==> src/rtl/axil_reg_slice_if.sv <==
// +--------------------------------------------------------------------------+
// | axil_pkg / axil_if : AXI-Lite widths and five-channel bundle with        |
// | slave-side (s_axil) and master-side (m_axil) modports.   Rev 1.0         |
// +--------------------------------------------------------------------------+
`default_nettype none

package axil_pkg;
  parameter int AXI_ADDR_WIDTH = 32;
  parameter int AXI_DATA_WIDTH = 32;
  localparam int AXI_STRB_WIDTH = AXI_DATA_WIDTH / 8;
endpackage

interface axil_if;
  import axil_pkg::*;

  logic [AXI_ADDR_WIDTH-1:0] awaddr;
  logic                      awvalid;
  logic                      awready;
  logic [AXI_DATA_WIDTH-1:0] wdata;
  logic [AXI_STRB_WIDTH-1:0] wstrb;
  logic                      wvalid;
  logic                      wready;
  logic [1:0]                bresp;
  logic                      bvalid;
  logic                      bready;
  logic [AXI_ADDR_WIDTH-1:0] araddr;
  logic                      arvalid;
  logic                      arready;
  logic [AXI_DATA_WIDTH-1:0] rdata;
  logic [1:0]                rresp;
  logic                      rvalid;
  logic                      rready;

  modport s_axil (
    input  awaddr, awvalid, output awready,
    input  wdata, wstrb, wvalid, output wready,
    output bresp, bvalid, input bready,
    input  araddr, arvalid, output arready,
    output rdata, rresp, rvalid, input rready
  );

  modport m_axil (
    output awaddr, awvalid, input awready,
    output wdata, wstrb, wvalid, input wready,
    input  bresp, bvalid, output bready,
    output araddr, arvalid, input arready,
    input  rdata, rresp, rvalid, output rready
  );
endinterface

`default_nettype wire

==> src/rtl/axil_reg_slice.sv <==
// +--------------------------------------------------------------------------+
// | axil_reg_slice : per-channel AXI-Lite register slice. AXIL_SLICE_FULL_BW_EN|
// | selects skid-buffer stages; otherwise single-register stages. Rev 1.0    |
// +--------------------------------------------------------------------------+
`default_nettype none

module axil_slice_stage #(
  parameter int unsigned WIDTH = 32
) (
  input  logic             aclk,
  input  logic             aresetn,
  input  logic             valid_i,
  input  logic [WIDTH-1:0] data_i,
  output logic             ready_o,
  output logic             valid_o,
  output logic [WIDTH-1:0] data_o,
  input  logic             ready_i
);
  localparam logic [1:0] ST_EMPTY = 2'd0;
  localparam logic [1:0] ST_ONE   = 2'd1;
`ifdef AXIL_SLICE_FULL_BW_EN
  localparam logic [1:0] ST_FULL  = 2'd2;
`endif

  logic [1:0]       state_q, state_d;
  logic             valid_q, valid_d;
  logic             ready_q, ready_d;
  logic [WIDTH-1:0] main_q, main_d;
  logic             in_hs;
  logic             out_hs;

  assign in_hs  = valid_i & ready_q;
  assign out_hs = valid_q & ready_i;

`ifdef AXIL_SLICE_FULL_BW_EN
  logic [WIDTH-1:0] skid_q, skid_d;

  always_ff @(posedge aclk) begin
    if (!aresetn) skid_q <= '0;
    else          skid_q <= skid_d;
  end
`endif

  always_ff @(posedge aclk) begin
    if (!aresetn) begin
      state_q <= ST_EMPTY;
      valid_q <= 1'b0;
      ready_q <= 1'b0;
      main_q  <= '0;
    end else begin
      state_q <= state_d;
      valid_q <= valid_d;
      ready_q <= ready_d;
      main_q  <= main_d;
    end
  end

  always_comb begin
    state_d = state_q;
    case (state_q)
      ST_EMPTY: if (in_hs) state_d = ST_ONE;
`ifdef AXIL_SLICE_FULL_BW_EN
      ST_ONE: begin
        if (in_hs && !out_hs)      state_d = ST_FULL;
        else if (!in_hs && out_hs) state_d = ST_EMPTY;
      end
      ST_FULL:  if (out_hs) state_d = ST_ONE;
`else
      ST_ONE:   if (out_hs) state_d = ST_EMPTY;
`endif
      default:  state_d = ST_EMPTY;
    endcase
  end

  // Ready and valid are flopped copies of the next-state decode.
  always_comb begin
    main_d = main_q;
`ifdef AXIL_SLICE_FULL_BW_EN
    skid_d = skid_q;
`endif
    case (state_q)
      ST_EMPTY: if (in_hs) main_d = data_i;
`ifdef AXIL_SLICE_FULL_BW_EN
      ST_ONE: begin
        if (in_hs && out_hs) main_d = data_i;
        else if (in_hs)      skid_d = data_i;
      end
      ST_FULL:  if (out_hs) main_d = skid_q;
`endif
      default: ;
    endcase
    valid_d = (state_d != ST_EMPTY);
`ifdef AXIL_SLICE_FULL_BW_EN
    ready_d = (state_d != ST_FULL);
`else
    ready_d = (state_d == ST_EMPTY);
`endif
  end

  assign valid_o = valid_q;
  assign ready_o = ready_q;
  assign data_o  = main_q;
endmodule

module axil_reg_slice
  import axil_pkg::*;
#(
  parameter int unsigned AW_SLICE = 1,
  parameter int unsigned W_SLICE  = 1,
  parameter int unsigned B_SLICE  = 1,
  parameter int unsigned AR_SLICE = 1,
  parameter int unsigned R_SLICE  = 1
) (
  input  logic   aclk,
  input  logic   aresetn,
  axil_if.s_axil s_axil,
  axil_if.m_axil m_axil
);
  localparam int W_WIDTH = AXI_DATA_WIDTH + AXI_STRB_WIDTH;
  localparam int R_WIDTH = AXI_DATA_WIDTH + 2;

  if (AW_SLICE != 0) begin : g_aw_slice
    axil_slice_stage #(.WIDTH(AXI_ADDR_WIDTH)) u_stage (
      .aclk    (aclk),
      .aresetn (aresetn),
      .valid_i (s_axil.awvalid),
      .data_i  (s_axil.awaddr),
      .ready_o (s_axil.awready),
      .valid_o (m_axil.awvalid),
      .data_o  (m_axil.awaddr),
      .ready_i (m_axil.awready)
    );
  end else begin : g_aw_bypass
    assign m_axil.awvalid = s_axil.awvalid;
    assign m_axil.awaddr  = s_axil.awaddr;
    assign s_axil.awready = m_axil.awready;
  end

  if (W_SLICE != 0) begin : g_w_slice
    logic [W_WIDTH-1:0] w_up_data;
    logic [W_WIDTH-1:0] w_dn_data;
    assign w_up_data = {s_axil.wstrb, s_axil.wdata};
    assign {m_axil.wstrb, m_axil.wdata} = w_dn_data;
    axil_slice_stage #(.WIDTH(W_WIDTH)) u_stage (
      .aclk    (aclk),
      .aresetn (aresetn),
      .valid_i (s_axil.wvalid),
      .data_i  (w_up_data),
      .ready_o (s_axil.wready),
      .valid_o (m_axil.wvalid),
      .data_o  (w_dn_data),
      .ready_i (m_axil.wready)
    );
  end else begin : g_w_bypass
    assign m_axil.wvalid = s_axil.wvalid;
    assign m_axil.wdata  = s_axil.wdata;
    assign m_axil.wstrb  = s_axil.wstrb;
    assign s_axil.wready = m_axil.wready;
  end

  if (B_SLICE != 0) begin : g_b_slice
    axil_slice_stage #(.WIDTH(2)) u_stage (
      .aclk    (aclk),
      .aresetn (aresetn),
      .valid_i (m_axil.bvalid),
      .data_i  (m_axil.bresp),
      .ready_o (m_axil.bready),
      .valid_o (s_axil.bvalid),
      .data_o  (s_axil.bresp),
      .ready_i (s_axil.bready)
    );
  end else begin : g_b_bypass
    assign s_axil.bvalid = m_axil.bvalid;
    assign s_axil.bresp  = m_axil.bresp;
    assign m_axil.bready = s_axil.bready;
  end

  if (AR_SLICE != 0) begin : g_ar_slice
    axil_slice_stage #(.WIDTH(AXI_ADDR_WIDTH)) u_stage (
      .aclk    (aclk),
      .aresetn (aresetn),
      .valid_i (s_axil.arvalid),
      .data_i  (s_axil.araddr),
      .ready_o (s_axil.arready),
      .valid_o (m_axil.arvalid),
      .data_o  (m_axil.araddr),
      .ready_i (m_axil.arready)
    );
  end else begin : g_ar_bypass
    assign m_axil.arvalid = s_axil.arvalid;
    assign m_axil.araddr  = s_axil.araddr;
    assign s_axil.arready = m_axil.arready;
  end

  if (R_SLICE != 0) begin : g_r_slice
    logic [R_WIDTH-1:0] w_up_data;
    logic [R_WIDTH-1:0] w_dn_data;
    assign w_up_data = {m_axil.rresp, m_axil.rdata};
    assign {s_axil.rresp, s_axil.rdata} = w_dn_data;
    axil_slice_stage #(.WIDTH(R_WIDTH)) u_stage (
      .aclk    (aclk),
      .aresetn (aresetn),
      .valid_i (m_axil.rvalid),
      .data_i  (w_up_data),
      .ready_o (m_axil.rready),
      .valid_o (s_axil.rvalid),
      .data_o  (w_dn_data),
      .ready_i (s_axil.rready)
    );
  end else begin : g_r_bypass
    assign s_axil.rvalid = m_axil.rvalid;
    assign s_axil.rdata  = m_axil.rdata;
    assign s_axil.rresp  = m_axil.rresp;
    assign m_axil.rready = s_axil.rready;
  end
endmodule

`default_nettype wire

==> src/flat_wrapper.sv <==
// flat-port wrapper written by rule: the top's interface ports become plain ports
module axil_reg_slice_flat import axil_pkg::*;
#(
  parameter int unsigned AW_SLICE = 1,
  parameter int unsigned W_SLICE  = 1,
  parameter int unsigned B_SLICE  = 1,
  parameter int unsigned AR_SLICE = 1,
  parameter int unsigned R_SLICE  = 1
)
  (aclk, aresetn, s_axil_awaddr, s_axil_awvalid, s_axil_awready, s_axil_wdata, s_axil_wstrb, s_axil_wvalid, s_axil_wready, s_axil_bresp, s_axil_bvalid, s_axil_bready, s_axil_araddr, s_axil_arvalid, s_axil_arready, s_axil_rdata, s_axil_rresp, s_axil_rvalid, s_axil_rready, m_axil_awaddr, m_axil_awvalid, m_axil_awready, m_axil_wdata, m_axil_wstrb, m_axil_wvalid, m_axil_wready, m_axil_bresp, m_axil_bvalid, m_axil_bready, m_axil_araddr, m_axil_arvalid, m_axil_arready, m_axil_rdata, m_axil_rresp, m_axil_rvalid, m_axil_rready);
  axil_if s_axil_i ();
  axil_if m_axil_i ();
  input  logic aclk;
  input  logic aresetn;
  input wire logic [$bits(s_axil_i.awaddr)-1:0] s_axil_awaddr;
  input wire logic [$bits(s_axil_i.awvalid)-1:0] s_axil_awvalid;
  output wire logic [$bits(s_axil_i.awready)-1:0] s_axil_awready;
  input wire logic [$bits(s_axil_i.wdata)-1:0] s_axil_wdata;
  input wire logic [$bits(s_axil_i.wstrb)-1:0] s_axil_wstrb;
  input wire logic [$bits(s_axil_i.wvalid)-1:0] s_axil_wvalid;
  output wire logic [$bits(s_axil_i.wready)-1:0] s_axil_wready;
  output wire logic [$bits(s_axil_i.bresp)-1:0] s_axil_bresp;
  output wire logic [$bits(s_axil_i.bvalid)-1:0] s_axil_bvalid;
  input wire logic [$bits(s_axil_i.bready)-1:0] s_axil_bready;
  input wire logic [$bits(s_axil_i.araddr)-1:0] s_axil_araddr;
  input wire logic [$bits(s_axil_i.arvalid)-1:0] s_axil_arvalid;
  output wire logic [$bits(s_axil_i.arready)-1:0] s_axil_arready;
  output wire logic [$bits(s_axil_i.rdata)-1:0] s_axil_rdata;
  output wire logic [$bits(s_axil_i.rresp)-1:0] s_axil_rresp;
  output wire logic [$bits(s_axil_i.rvalid)-1:0] s_axil_rvalid;
  input wire logic [$bits(s_axil_i.rready)-1:0] s_axil_rready;
  output wire logic [$bits(m_axil_i.awaddr)-1:0] m_axil_awaddr;
  output wire logic [$bits(m_axil_i.awvalid)-1:0] m_axil_awvalid;
  input wire logic [$bits(m_axil_i.awready)-1:0] m_axil_awready;
  output wire logic [$bits(m_axil_i.wdata)-1:0] m_axil_wdata;
  output wire logic [$bits(m_axil_i.wstrb)-1:0] m_axil_wstrb;
  output wire logic [$bits(m_axil_i.wvalid)-1:0] m_axil_wvalid;
  input wire logic [$bits(m_axil_i.wready)-1:0] m_axil_wready;
  input wire logic [$bits(m_axil_i.bresp)-1:0] m_axil_bresp;
  input wire logic [$bits(m_axil_i.bvalid)-1:0] m_axil_bvalid;
  output wire logic [$bits(m_axil_i.bready)-1:0] m_axil_bready;
  output wire logic [$bits(m_axil_i.araddr)-1:0] m_axil_araddr;
  output wire logic [$bits(m_axil_i.arvalid)-1:0] m_axil_arvalid;
  input wire logic [$bits(m_axil_i.arready)-1:0] m_axil_arready;
  input wire logic [$bits(m_axil_i.rdata)-1:0] m_axil_rdata;
  input wire logic [$bits(m_axil_i.rresp)-1:0] m_axil_rresp;
  input wire logic [$bits(m_axil_i.rvalid)-1:0] m_axil_rvalid;
  output wire logic [$bits(m_axil_i.rready)-1:0] m_axil_rready;
  assign s_axil_i.awaddr = s_axil_awaddr;
  assign s_axil_i.awvalid = s_axil_awvalid;
  assign s_axil_awready = s_axil_i.awready;
  assign s_axil_i.wdata = s_axil_wdata;
  assign s_axil_i.wstrb = s_axil_wstrb;
  assign s_axil_i.wvalid = s_axil_wvalid;
  assign s_axil_wready = s_axil_i.wready;
  assign s_axil_bresp = s_axil_i.bresp;
  assign s_axil_bvalid = s_axil_i.bvalid;
  assign s_axil_i.bready = s_axil_bready;
  assign s_axil_i.araddr = s_axil_araddr;
  assign s_axil_i.arvalid = s_axil_arvalid;
  assign s_axil_arready = s_axil_i.arready;
  assign s_axil_rdata = s_axil_i.rdata;
  assign s_axil_rresp = s_axil_i.rresp;
  assign s_axil_rvalid = s_axil_i.rvalid;
  assign s_axil_i.rready = s_axil_rready;
  assign m_axil_awaddr = m_axil_i.awaddr;
  assign m_axil_awvalid = m_axil_i.awvalid;
  assign m_axil_i.awready = m_axil_awready;
  assign m_axil_wdata = m_axil_i.wdata;
  assign m_axil_wstrb = m_axil_i.wstrb;
  assign m_axil_wvalid = m_axil_i.wvalid;
  assign m_axil_i.wready = m_axil_wready;
  assign m_axil_i.bresp = m_axil_bresp;
  assign m_axil_i.bvalid = m_axil_bvalid;
  assign m_axil_bready = m_axil_i.bready;
  assign m_axil_araddr = m_axil_i.araddr;
  assign m_axil_arvalid = m_axil_i.arvalid;
  assign m_axil_i.arready = m_axil_arready;
  assign m_axil_i.rdata = m_axil_rdata;
  assign m_axil_i.rresp = m_axil_rresp;
  assign m_axil_i.rvalid = m_axil_rvalid;
  assign m_axil_rready = m_axil_i.rready;
  axil_reg_slice #(.AW_SLICE(AW_SLICE), .W_SLICE(W_SLICE), .B_SLICE(B_SLICE), .AR_SLICE(AR_SLICE), .R_SLICE(R_SLICE)) u_core (.aclk(aclk), .aresetn(aresetn), .s_axil(s_axil_i), .m_axil(m_axil_i));
endmodule
==> config.mk <==
export PLATFORM = sky130hd
export DESIGN_NAME = axil_reg_slice_flat
export DESIGN_NICKNAME = d
export VERILOG_FILES = /design/src/rtl/axil_reg_slice_if.sv /design/src/rtl/axil_reg_slice.sv /design/src/flat_wrapper.sv
export SDC_FILE = /design/constraint.sdc
export NUM_CORES = 1
export LEC_CHECK = 0
export BUFFER_PORTS_ARGS = -buffer_cell sky130_fd_sc_hd__buf_2
export CAP_MARGIN = 20
export CORE_ASPECT_RATIO = 1.1
export CORE_MARGIN = 4
export CORE_UTILIZATION = 45
export CTS_CLUSTER_SIZE = 30
export DETAILED_ROUTE_END_ITERATION = 10
export GPL_TIMING_DRIVEN = 0
export PLACE_DENSITY_LB_ADDON = 0.3
export SLEW_MARGIN = 0
export SYNTH_ARGS = -nofsm -noshare
export SYNTH_HDL_FRONTEND = slang
export SYNTH_SLANG_ARGS = --single-unit
==> constraint.sdc <==
create_clock -name aclk -period 1.4 [get_ports aclk]
set_clock_uncertainty 0.1 [all_clocks]
set_input_delay 0.21 -clock aclk [delete_from_list [all_inputs] [get_ports aclk]]
set_output_delay 0.21 -clock aclk [all_outputs]
set_load 0.02 [all_outputs]
==> results.json <==
{
  "cts-htree-levels": 4,
  "cts_tree": "done",
  "fmax_ghz": 0.7012,
  "worst_setup_path_end_kind": "register",
  "ant_nets": 0,
  "seq_area_frac_synth_pct": 56.19,
  "cp_max_fo": 7,
  "wirelength_um": 22750,
  "grt_pass1_vias": 6931,
  "yosysWarnings": 0,
  "postSynthAreaPerCell_sq_um": 8.408,
  "power.switching_uw": 2579,
  "slew_headroom_pct": 65.32,
  "critPathMaxStageDelay_ns": 0.32,
  "min-delay-path-class": "primary input to register",
  "maxCapViolCount": 0,
  "maxSlewViolCount": 0,
  "ys.flop_type": "dfxtp_1",
  "root_buffer": "clkbuf_16",
  "global_route.usage.met2_pct": 52.24,
  "ys_types": 21,
  "peakVddDrop_v": 0.001015,
  "cts_buffers": 17,
  "clock_path_buffers": 2,
  "period_minus_slack_ns": 1.426,
  "insertion_delay_ns": 0.42,
  "combPwrFrac_pct": 12.9,
  "grt_first_pass_wirelength_um": 34310,
  "antenna_found_initial": 0,
  "timing.critical_path.cells": "nor4bb_2 > buf_4 > buf_12 > clkbuf_16 > nand3_2 > o21ai_1",
  "place.gp.congestion": 0.8317,
  "rr_worst_depth": 6,
  "syn_area_sq_um": 5558,
  "p_seq_share_pct": 42.0,
  "drt_first_pass_iters": 6,
  "clkSlewWorstSetupHoldPaths_ns": 0.06,
  "overflow": 0,
  "slowest_stage": "dfxtp_2",
  "via_per_inst": 5.371,
  "synth_enable_flop_cells": 0,
  "p_sw_share_pct": 23.12,
  "die_area_sq_um": 14190,
  "fin_crit_sh_pct": 101.9,
  "power.internal_uw": 8575,
  "core-area_sq_um": 12090,
  "place_inst": 1111,
  "required_ns": 1.64,
  "hold_depth": 4,
  "post-dp-hpwl_um": 12900,
  "grtUsageTotal_pct": 30.30,
  "grtUsageMet1_pct": 31.07,
  "start_util_pct": 45.98,
  "setup_ws_ns": -0.02614,
  "cp.arrival_ns": 1.67,
  "die_w_um": 114.0,
  "p_per_area_nw_per_um2": 1168,
  "violations": "negative setup slack",
  "ys_async_sr_fraction_pct": 0,
  "netlist_instances": 661,
  "drt-initial-drc-count": 583,
  "die_h_um": 124.6,
  "rows": 42,
  "layout-drive-gt1-share_pct": 35.66,
  "cts_num_sinks": 156,
  "setup-tns-final_ns": -0.05302,
  "wl_per_cell_um": 17.70,
  "fin_cells": 1285,
  "grt_use_met3_pct": 10.50,
  "final_nets": 1266,
  "busiest_layer": "met2",
  "num_vias": 6902,
  "ys_ff_latch": 156,
  "total_leakage_power_uw": 0.004335,
  "io_buffers": 292,
  "rrSetupSlack_ns": -0.03,
  "ios": 294,
  "path_class": "register to register",
  "power_frac_clock_pct": 45.0,
  "final_hold_viol_count": 0,
  "run_status": "complete, but fails checks",
  "rsz0062_at_grt": "yes",
  "setup_viol": 4,
  "start_kind": "register",
  "drc_errors": 0,
  "grt_max_degree": 17,
  "dp_slack_ns": -0.1080,
  "worst_slew_pin_slew_ns": 0.5202,
  "syn_to_final_growth_pct": 71.75
}
==> final cells by class <==
cell class | count | area, sq um
multi-input cells | 443 | 2227
fillers | 737 | 2541
clock inverters | 7 | 160.2
inverters | 4 | 15.01
flip-flops and latches | 156 | 3124
clock buffers | 24 | 481.7
diodes | 1 | 2.502
well taps | 154 | 192.7
repair buffers | 434 | 2927
plain buffers | 62 | 415.4
==> logic make-up (layout without fill, tap and decap cells) <==
family | count (synthesis) | count (layout) | share of synthesized area [%]
AOI/OAI and AO/OA | 142 | 142 | 12.94
buffers and inverters | 66 | 531 | 6.371
DFF | 156 | 156 | 56.19
other | 1 | 6 | 0.06747
and+or+nand+nor | 296 | 296 | 24.43
==> placed cells by master, fill, tap and decap left out, types with 9 or more instances in the layout <==
master	Yosys	layout
nand2_1	140	140
o21ai_1	16	20
nand3_1	136	119
buf_2	29	314
clkbuf_1	17	16
dfxtp_1	156	155
buf_6	0	9
nor2b_1	9	9
buf_4	6	11
dlygate4sd3_1	0	137
clkbuf_16	0	20
o21ai_0	120	109
nand3_2	0	16
==> worst max-delay path: cells and delay by family, from the launching register on <==
family	cells	cell delay, ns
AO/OA/AOI/OAI	1	0.09
flip-flops	1	0.32
buffers and inverters	3	0.52
AND/OR/NAND/NOR	2	0.32
==> synthesized netlist by cell type (4+ instances only) <==
| cell type | count | area [sq um] |
|---|---|---|
| a31oi_1 | 4 | 25.02 |
| nand2_1 | 140 | 525.5 |
| buf_4 | 6 | 45.04 |
| buf_2 | 29 | 145.1 |
| o21ai_1 | 16 | 80.08 |
| nor2b_1 | 9 | 56.30 |
| o21ai_0 | 120 | 600.6 |
| clkbuf_2 | 7 | 35.03 |
| dfxtp_1 | 156 | 3123 |
| clkbuf_1 | 17 | 63.81 |
| nand3_1 | 136 | 680.7 |
| inv_1 | 4 | 15.01 |
| and2_1 | 6 | 37.54 |
==> power by group through the flow <==
stage	registers, uW	clock network, uW	logic (uW)
global placement	4770	0	1010
finish	4690	5020	1440
floorplan	4950	0	345
detailed placement	4770	0	1010
global route	4700	5270	1540
CTS	4680	5050	1320
==> path summary, 6_finish.rpt <==
check | endpoint | start
min reg2reg | u_core.g_r_slice.u_stage.data_o[18] | u_core.g_r_slice.u_stage.data_o[18]
max reg2reg | u_core.g_r_slice.u_stage.data_o[23] | u_core.g_r_slice.u_stage.state_q[0]
min | u_core.g_r_slice.u_stage.valid_o | s_axil_rready
max | u_core.g_r_slice.u_stage.data_o[23] | u_core.g_r_slice.u_stage.state_q[0]
==> state kept, by name (all words and copies together) (netlist names) <==
signal                             cells
u_core.g_ar_slice.u_stage.data_o      32
u_core.g_ar_slice.u_stage.ready_o      1
u_core.g_ar_slice.u_stage.state_q      2
u_core.g_ar_slice.u_stage.valid_o      1
u_core.g_aw_slice.u_stage.data_o      32
u_core.g_aw_slice.u_stage.ready_o      1
u_core.g_aw_slice.u_stage.state_q      2
u_core.g_aw_slice.u_stage.valid_o      1
u_core.g_b_slice.u_stage.data_o        2
u_core.g_b_slice.u_stage.ready_o       1
u_core.g_b_slice.u_stage.state_q       2
u_core.g_b_slice.u_stage.valid_o       1
u_core.g_r_slice.u_stage.data_o       34
u_core.g_r_slice.u_stage.ready_o       1
u_core.g_r_slice.u_stage.state_q       2
u_core.g_r_slice.u_stage.valid_o       1
u_core.g_w_slice.u_stage.data_o       36
u_core.g_w_slice.u_stage.ready_o       1
u_core.g_w_slice.u_stage.state_q       2
u_core.g_w_slice.u_stage.valid_o       1
==> through the flow <==
stage | power, uW | hold slack (ns) | cell area (sq um) | utilization [%]
floorplan | 5299 | 0.2404 | 5573 | -
global placement | 5778 | 0.3225 | 7227 | 59.79
global route | 11510 | 0.1003 | 9543 | 78.95
CTS | 11050 | 0.05738 | 9246 | 76.50
detailed placement | 5786 | 0.3302 | 7227 | 59.79
finish | 11150 | 0.07412 | 9545 | 78.98
==> layer usage <==
metal  wire (um)  share of wire [%]
met3        2179                9.6
met1        7834                 34
met5           0                  0
met2       11340                 50
met4        1390                6.1
==> repair_timing <==
action | 4_1_cts | 5_1_grt
pin swaps | 0 | 17
gates resized for setup | 4 | 87
hold buffers | 137 | 0
endpoints found under the hold margin | 137 | 0
buffers inserted | 0 | 2
setup endpoints to repair | 30 | 132
gates cloned | 0 | 3
No activity file was read; power rests on OpenSTA's default activity.
